**config.mk**
```make
export PLATFORM = sky130hd
export DESIGN_NAME = conv3x3_time_mux
export DESIGN_NICKNAME = d
export VERILOG_FILES = /design/src/rtl/conv3x3_time_mux.sv
export SDC_FILE = /design/constraint.sdc
export NUM_CORES = 1
export LEC_CHECK = 0
export CAP_MARGIN = 20
export CORE_MARGIN = 1.5
export CORE_UTILIZATION = 60
export DETAILED_ROUTE_END_ITERATION = 8
export PLACE_DENSITY = 0.76
export SLEW_MARGIN = 0
export SYNTH_ARGS = -nofsm -noshare
export SYNTH_HDL_FRONTEND = slang
export SYNTH_SLANG_ARGS = --single-unit
```
**constraint.sdc**
```tcl
create_clock -name clk -period 4.4 [get_ports clk]
set_input_delay 0.44 -clock clk [delete_from_list [all_inputs] [get_ports clk]]
set_output_delay 0.44 -clock clk [all_outputs]
set_load 0.01 [all_outputs]
```
**src/rtl/conv3x3_time_mux.sv**
```systemverilog
// Streaming 3x3 Laplacian convolution over a raster-scan greyscale image.
// Two line buffers hold the previous two rows; a 3x3 window register feeds a
// fixed-kernel multiply/accumulate split over three pipeline stages.
module conv3x3_time_mux #(
    parameter int DATA_WIDTH = 8,
    parameter int IMG_WIDTH  = 28,
    parameter int SHIFT      = 0
) (
    input  logic                  clk,
    input  logic                  rst_n,
    input  logic                  valid_in,
    input  logic [DATA_WIDTH-1:0] pixel_in,
    output logic                  valid_out,
    output logic [DATA_WIDTH-1:0] pixel_out
);
    localparam int ACC_W = DATA_WIDTH + 5;
    localparam int CW    = (IMG_WIDTH > 2) ? $clog2(IMG_WIDTH) : 2;
    localparam logic [CW-1:0] LAST_IDX = CW'(IMG_WIDTH - 1);
    localparam logic [CW-1:0] FIRST_OK = CW'(2);
    localparam logic signed [ACC_W-1:0] SAT_MAX = ACC_W'((1 << (DATA_WIDTH - 1)) - 1);
    localparam logic signed [ACC_W-1:0] SAT_MIN = ACC_W'(-(1 << (DATA_WIDTH - 1)));

    // Position of the next pixel to be accepted
    logic [CW-1:0] row_reg;
    logic [CW-1:0] col_reg;

    // lb0 holds row r-1, lb1 holds row r-2, indexed by column
    logic [DATA_WIDTH-1:0] lb0 [IMG_WIDTH];
    logic [DATA_WIDTH-1:0] lb1 [IMG_WIDTH];

    // Stage 0: accepted pixel plus the two pixels above it
    logic [DATA_WIDTH-1:0] up1_reg;
    logic [DATA_WIDTH-1:0] up2_reg;
    logic [DATA_WIDTH-1:0] pix_reg;
    logic [CW-1:0]         wcol_reg;
    logic                  s0_valid_reg;
    logic                  s0_ok_reg;
    logic                  s1_valid_reg;
    logic                  s2_valid_reg;

    logic [DATA_WIDTH-1:0]   new_col [3];
    logic signed [ACC_W-1:0] row_sum [3];
    logic signed [ACC_W-1:0] acc;
    logic signed [ACC_W-1:0] shifted;
    logic [DATA_WIDTH-1:0]   sat_value;

    // Row/column tracking; only accepted pixels advance the raster position
    always_ff @(posedge clk) begin
        if (rst_n) begin
            row_reg <= '0;
            col_reg <= '0;
        end else if (valid_in) begin
            if (col_reg == LAST_IDX) begin
                col_reg <= '0;
                row_reg <= (row_reg == LAST_IDX) ? '0 : row_reg + 1'b1;
            end else begin
                col_reg <= col_reg + 1'b1;
            end
        end
    end

    // Pipeline valid bits; a window only counts once it lies entirely inside the image
    always_ff @(posedge clk) begin
        if (rst_n) begin
            s0_valid_reg <= 1'b0;
            s0_ok_reg    <= 1'b0;
            s1_valid_reg <= 1'b0;
            s2_valid_reg <= 1'b0;
        end else begin
            s0_valid_reg <= valid_in;
            s0_ok_reg    <= valid_in && (row_reg >= FIRST_OK) && (col_reg >= FIRST_OK);
            s1_valid_reg <= s0_valid_reg && s0_ok_reg;
            s2_valid_reg <= s1_valid_reg;
        end
    end

    // Registered line-buffer read of the column above; new pixel written into lb0
    always_ff @(posedge clk) begin
        if (valid_in) begin
            up1_reg      <= lb0[col_reg];
            up2_reg      <= lb1[col_reg];
            lb0[col_reg] <= pixel_in;
            pix_reg      <= pixel_in;
            wcol_reg     <= col_reg;
        end
    end

    // The row displaced from lb0 ages into lb1 one cycle later, from registered data
    always_ff @(posedge clk) begin
        if (s0_valid_reg) begin
            lb1[wcol_reg] <= up1_reg;
        end
    end

    // Newest window column, top (r-2) to bottom (r)
    always_comb begin
        new_col[0] = up2_reg;
        new_col[1] = up1_reg;
        new_col[2] = pix_reg;
    end

    generate
        for (genvar gi = 0; gi < 3; gi++) begin : gen_row
            logic [DATA_WIDTH-1:0]   win_reg [3];
            logic signed [ACC_W-1:0] prod [3];
            logic signed [ACC_W-1:0] row_sum_reg;

            // S1: shift this window row left and insert the newest pixel on the right
            always_ff @(posedge clk) begin
                if (s0_valid_reg) begin
                    win_reg[0] <= win_reg[1];
                    win_reg[1] <= win_reg[2];
                    win_reg[2] <= new_col[gi];
                end
            end

            for (genvar gj = 0; gj < 3; gj++) begin : gen_col
                // Laplacian: 4 at centre, -1 at edge neighbours, 0 at corners
                localparam int KV = (gi == 1 && gj == 1) ? 4 :
                                    (((gi == 1) != (gj == 1)) ? -1 : 0);
                logic signed [ACC_W-1:0] pix_ext;
                assign pix_ext  = {{(ACC_W - DATA_WIDTH){1'b0}}, win_reg[gj]};
                assign prod[gj] = pix_ext * ACC_W'(KV);
            end

            // S2: per-row partial sum of the kernel products
            always_ff @(posedge clk) begin
                row_sum_reg <= prod[0] + prod[1] + prod[2];
            end

            assign row_sum[gi] = row_sum_reg;
        end
    endgenerate

    // S3 combinational part: final sum, scale and clamp to the signed output range
    always_comb begin
        acc     = row_sum[0] + row_sum[1] + row_sum[2];
        shifted = acc >>> SHIFT;
        if (shifted > SAT_MAX) begin
            sat_value = SAT_MAX[DATA_WIDTH-1:0];
        end else if (shifted < SAT_MIN) begin
            sat_value = SAT_MIN[DATA_WIDTH-1:0];
        end else begin
            sat_value = shifted[DATA_WIDTH-1:0];
        end
    end

    // Output registers; pixel_out keeps the last result between pulses
    always_ff @(posedge clk) begin
        if (rst_n) begin
            valid_out <= 1'b0;
            pixel_out <= '0;
        end else begin
            valid_out <= s2_valid_reg;
            if (s2_valid_reg) begin
                pixel_out <= sat_value;
            end
        end
    end

endmodule

```
==> flow_summary.yaml <==
power_and_ir_drop:
  internal_power_w: 0.00966
  comb_power_share_pct: 8.2
  p_clk_share_pct: 39.8
  switching_share_pct: 21.7
  power_frac_seq_pct: 51.9
  leakage_nw: 8.51
  p_sw_w: 0.00268
  ir_drop_v: 0.000253
  power_density_nw_per_um2: 471
  power_w: 0.0123
synthesis:
  synth.distinct_cells: 52
  syn_avg_cell_area_um2: 18.6
  yosys.area.top_type: "edfxtp_1"
  ys_seq_area_share_pct: 73.8
  syn_area_um2: 23300
  synth_edf_count: 533
  ys.flop_type: "edfxtp_1"
  syn-instance-count: 1252
  synth_async_sr_flop_share_pct: 0
  synth_nets: 1312
  synth_area_leaders: "edfxtp_1 69%, mux4_2 11%, dfxtp_1 5.1%"
  yosys_register_bits: 593
  yosysWarnings: 0
  synth_top_area_share_pct: 68.6
grt:
  grt_pass1_wl_um: 68900
  gr-total-overflow: 0
  grt_max_degree: 65
  grt_pass1_vias: 11600
  gr-usage-all-layers_pct: 23.1
  antenna_found_initial: 0
timing:
  rsz0062_at_grt: "false"
  max_slew_margin_pct: 22.6
  slew_viol_final: 0
  tightest_slew_ns: 1.16
  finalCritPeriodShare_pct: 83.3
  finalSetupViolations: 0
  fin_skew_ns: 0.0311
  fmax_mhz: 273
  tns_ns: 0
  min_period_ns: 3.66
  hold_viol: 0
critical_path:
  critPathLaunch: "gen_row[0].row_sum_reg[1]$_DFF_P_"
  crit_chain: "fa_1, ha_1, inv_1, fa_1, nor2b_1, o2111ai_1, a31oi_1, a311oi_1, o41ai_1, o21ai_1, a21oi_1"
  crit_path_end: "pixel_out[1]$_SDFFE_PP0P_"
  cpPeakStageDelay_ns: 0.87
  cp-start-kind: "flop"
  cp.depth: 11
  r2r_end: "pixel_out[1]$_SDFFE_PP0P_"
  reg2regPathDepth: 11
  cp.required_ns: 4.92
  end_kind: "flop"
  path_max_fanout: 7
  crit_type: "reg -> reg"
  crit_path_frequent_cell: "fa_1"
  worstPathArrival_ns: 4.19
  cp_num_buf_inv: 1
  slowest_stage: "o41ai_1"
  reg2reg_from: "gen_row[0].row_sum_reg[1]$_DFF_P_"
  ff2ff_setup_slack_ns: 0.74
  critPathTopFamily: "compound AO/OA/AOI/OAI gates"
die:
  core_area_um2: 38500
  die_w_um: 200
  start_util_pct: 60.6
  ioPinCount: 20
  row_count: 72
  fp.dieH_um: 200
  dieArea_um2: 40100
hold_path:
  holdCritPathClass: "reg -> reg"
drt:
  drt-pass1-iter-count: 6
  vias: 11400
  postRouteAntennaNets: 0
  via_per_inst: 6.08
  wl_per_cell_um: 24.1
  wl_um: 44900
  route.detailed.drc: 0
  drt_iter0_drc: 1111
outcome:
  status: "finished clean"
final_layout:
  fill_cells: 2409
  diodes: 0
  post-route-cell-area_um2: 26200
  final_common_cell: "edfxtp_1"
  seq_area_um2: 17200
  area_growth_pct: 12.3
  layout-drive-gt1-share_pct: 17.9
  fin_nets: 1362
  utilization_pct: 68.1
  final_cell_mix: "533 x edfxtp_1, 113 x mux4_2, 67 x nor2_1"
  multi_input_area_um2: 5730
cts:
  clkSlewWorstSetupHoldPaths_ns: 0.07
  clock-root-buffer: "clkbuf_16"
  postCtsSetupRepairBufs: 0
  postCtsHoldBufs: 0
  cts_max_level: 2
  clockBufferDepth: 3
  ctsResizeCount: 0
  cts.sinks: 593
  clk_latency_ns: 0.61
  numCtsBuffers: 57
  cts_tree: "yes"
placement:
  gp_congestion: 0.801
  dpl_cell_area_um2: 24100
  dpl.hpwl_um: 27000
  port_buffers: 19
job:
  maxCapViolations: 0
## layout make-up
cell class	count	share of cell area (%)
clock buffer	69	5.96
timing repair buffer	43	1.95
multi-input combinational	557	21.9
tap	518	2.47
clock inverter	36	1.34
inverter	50	0.716
sequential	593	65.7
## kinds of logic (layout without fill, tap and decap cells)
| group | Yosys count | after routing | synth area share, % |
|---|---|---|---|
| adder cells (fa/ha/maj) | 49 | 49 | 3.27 |
| buffers and inverters | 102 | 198 | 1.68 |
| multiplexers | 152 | 152 | 12.6 |
| AND/OR/NAND/NOR | 223 | 223 | 4.61 |
| XOR/XNOR | 32 | 32 | 1.20 |
| flip-flops | 593 | 593 | 73.8 |
| AO/OA/AOI/OAI | 101 | 101 | 2.88 |
## power by group through the flow
stage               clock network [W]  logic, W  registers (W)
floorplan                           0  0.000738        0.00647
global placement                    0  0.000963        0.00653
detailed placement                  0  0.000985        0.00655
CTS                           0.00498  0.000990        0.00643
global route                  0.00520   0.00112        0.00643
finish                        0.00492   0.00102        0.00641
## metrics by stage
step,cells,worst slack (ns),hold WS [ns]
floorplan,1252,1.12,0.400
global placement,1753,0.940,0.402
detailed placement,1753,0.740,0.405
CTS,1858,0.706,0.415
global route,1866,0.407,0.423
finish,1866,0.736,0.405
## worst reg2reg max path: stages (launching register included)
cell and delay (ns):
dfxtp_1 0.31, fa_1 0.54, ha_1 0.20, inv_1 0.07, fa_1 0.41, nor2b_1 0.17, o2111ai_1 0.16, a31oi_1 0.30
a311oi_1 0.20, o41ai_1 0.87, o21ai_1 0.19, a21oi_1 0.18
## worst min path at each step
stage	startpoint	end	cells past startpoint	slack [ns]
final	up2_reg[6]$_DFFE_PP_	gen_row[0].win_reg[2][6]$_DFFE_PP_	0	0.41
after global routing	gen_row[2].win_reg[2][6]$_DFFE_PP_	gen_row[2].win_reg[1][6]$_DFFE_PP_	0	0.42
after CTS	up2_reg[6]$_DFFE_PP_	gen_row[0].win_reg[2][6]$_DFFE_PP_	0	0.42
after detailed placement	gen_row[2].win_reg[2][1]$_DFFE_PP_	gen_row[2].win_reg[1][1]$_DFFE_PP_	0	0.40
after global placement	up2_reg[3]$_DFFE_PP_	gen_row[0].win_reg[2][3]$_DFFE_PP_	0	0.40
after floorplan	gen_row[0].win_reg[2][0]$_DFFE_PP_	gen_row[0].win_reg[1][0]$_DFFE_PP_	0	0.40
## routing by layer
layer	wire length [um]	GRT usage, %	vias up
met5	0	0	-
met4	1340	8.55	0
met3	3210	4.39	89
met2	22200	37.0	405
met1	18100	32.1	5825
li1	-	-	5032
## Yosys cell counts, types with 3 or more instances
master    instances
a21o_1            4
a21oi_1          25
a22o_1            6
a31oi_1          10
and2_1           14
and3_1           19
buf_1            14
buf_2             7
clkbuf_1         31
dfxtp_1          60
edfxtp_1        533
fa_1             20
ha_1             29
inv_1            49
mux2i_1          37
mux4_2          113
nand2_1          59
nand2b_1          4
nand3_1           7
nand3b_1          8
nor2_1           67
nor2b_1           8
nor3_1           15
nor4_1            6
o21ai_0          17
o21ai_1           7
o221ai_1         14
or2_2             3
or3_1             5
xnor2_1          21
xor2_1           11
Power figures use the tool's default switching activity.
==> RTL edit: new RTL, same flow settings <==
Change the parameter `DATA_WIDTH` from 8 to 10.
--- a/src/rtl/conv3x3_time_mux.sv
+++ b/src/rtl/conv3x3_time_mux.sv
@@ -4,3 +4,3 @@
 module conv3x3_time_mux #(
-    parameter int DATA_WIDTH = 8,
+    parameter int DATA_WIDTH = 10,
     parameter int IMG_WIDTH  = 28,
Interface: changed (resized pixel_in and pixel_out); port bits go from 20 to 24. The function was not compared with the original's and may differ.
==> RTL edit against the unedited design <==
- area after synthesis is 24% higher
- count of clock-buffer cells in the layout is 19 higher
- combinational power is 36% higher
- final area is 23% higher
- final cell count is 21% higher
- critical endpoint is now pixel_out[8]$_SDFFE_PP0P_
- routed wire length is 32% higher
- worst setup slack worse by 52 ps
- die area is 23% higher
- largest cell class unchanged
- core utilization is 0.22 points lower
- sequential cell count is 142 higher
- power is 22% higher
==> RTL edit: results <==
[outcome]
status = "finished, final reports clean"

[route]
vias_per_cell = 6.32
drt-initial-drc-count = 1559
wl_met3_mm = 4.87
wl_per_cell_um = 26.3
wl_mm = 59.2
first_pass_iters = 5

[yosys]
yosysUniqueCellTypes = 59
synth_fa_ha_area_frac = 0.0310
synth_top_cells_by_count = "edfxtp_1, mux4_2, nor2_1"
synth_compound_area_frac = 0.0319
synthMuxAreaShare = 0.126
synth_xor_area_frac = 0.0115
syn_avg_cell_area_um2 = 19.0
ys_top_cells_by_area = "edfxtp_1, mux4_2, dfxtp_1"
synth_edf_count = 665

[sta]
tightest_slew_ps = 1140

[grt]
met1_usage = 0.343
grt_use_total = 0.245
antenna_found_initial = 2
grtUsageMet2 = 0.391
grt_pass1_vias = 14599

[power]
ir_worst_vdd_mv = 0.300
p_leak_nw = 10.5

[finish]
nFillCells = 2875

[place]
dpl_cell_area_um2 = 29800
io_buffers = 23
placedCellCount = 2117

[min_path]
min_path_type = "in -> reg"

[clock_tree]
cts-htree-levels = 3
cts_buffers = 71

[worst_setup_path]
slowest_delay_ps = 530
crit_fanout = 9
-- RTL edit: changes by cell type in the layout (fill, tap and decap cells not counted), sizes merged, moves of 14 or more --
cell and delta:
a211oi +14, buf +17, clkbuf +20, edfxtp +132, mux4 +29, nor2 +20
-- RTL edit: through the flow --
stage | total power, mW | hold slack (ps)
floorplan | 8.99 | 371
global placement | 9.38 | 401
detailed placement | 9.42 | 405
CTS | 15.1 | 316
global route | 15.5 | 345
finish | 15.0 | 356
-- RTL edit: kinds of logic (layout without fill, tap and decap cells) --
| logic type | count (synthesis) | after routing |
|---|---|---|
| muxes | 185 | 185 |
| adders and majority gates | 57 | 57 |
| other | 0 | 1 |
| and+or+nand+nor | 253 | 253 |
| DFF | 735 | 735 |
| buffers and inverters | 122 | 242 |
| AOI/OAI and AO/OA | 127 | 127 |
| xor gates and xnor gates | 38 | 38 |
-- RTL edit: worst paths after layout --
kind / startpoint / to / slack [ps] / depth (start not counted)
worst max-delay path: gen_row[0].row_sum_reg[1]$_DFF_P_ / pixel_out[8]$_SDFFE_PP0P_ / 680 / 13
worst min-delay path: valid_in / wcol_reg[2]$_DFFE_PP_ / 360 / 1
worst max register to register: gen_row[0].row_sum_reg[1]$_DFF_P_ / pixel_out[8]$_SDFFE_PP0P_ / 680 / 13
worst min register to register: pix_reg[1]$_DFFE_PP_ / gen_row[2].win_reg[2][1]$_DFFE_PP_ / 410 / 0
-- RTL edit: area by class of cell --
class                   count  area share
diodes                      1   0.0000775
clock buffers              88      0.0590
clock inverters            31     0.00717
inverters                  58     0.00674
multi-input cells         660       0.216
flip-flops and latches    735       0.662
well taps                 615      0.0238
repair buffers             65      0.0245
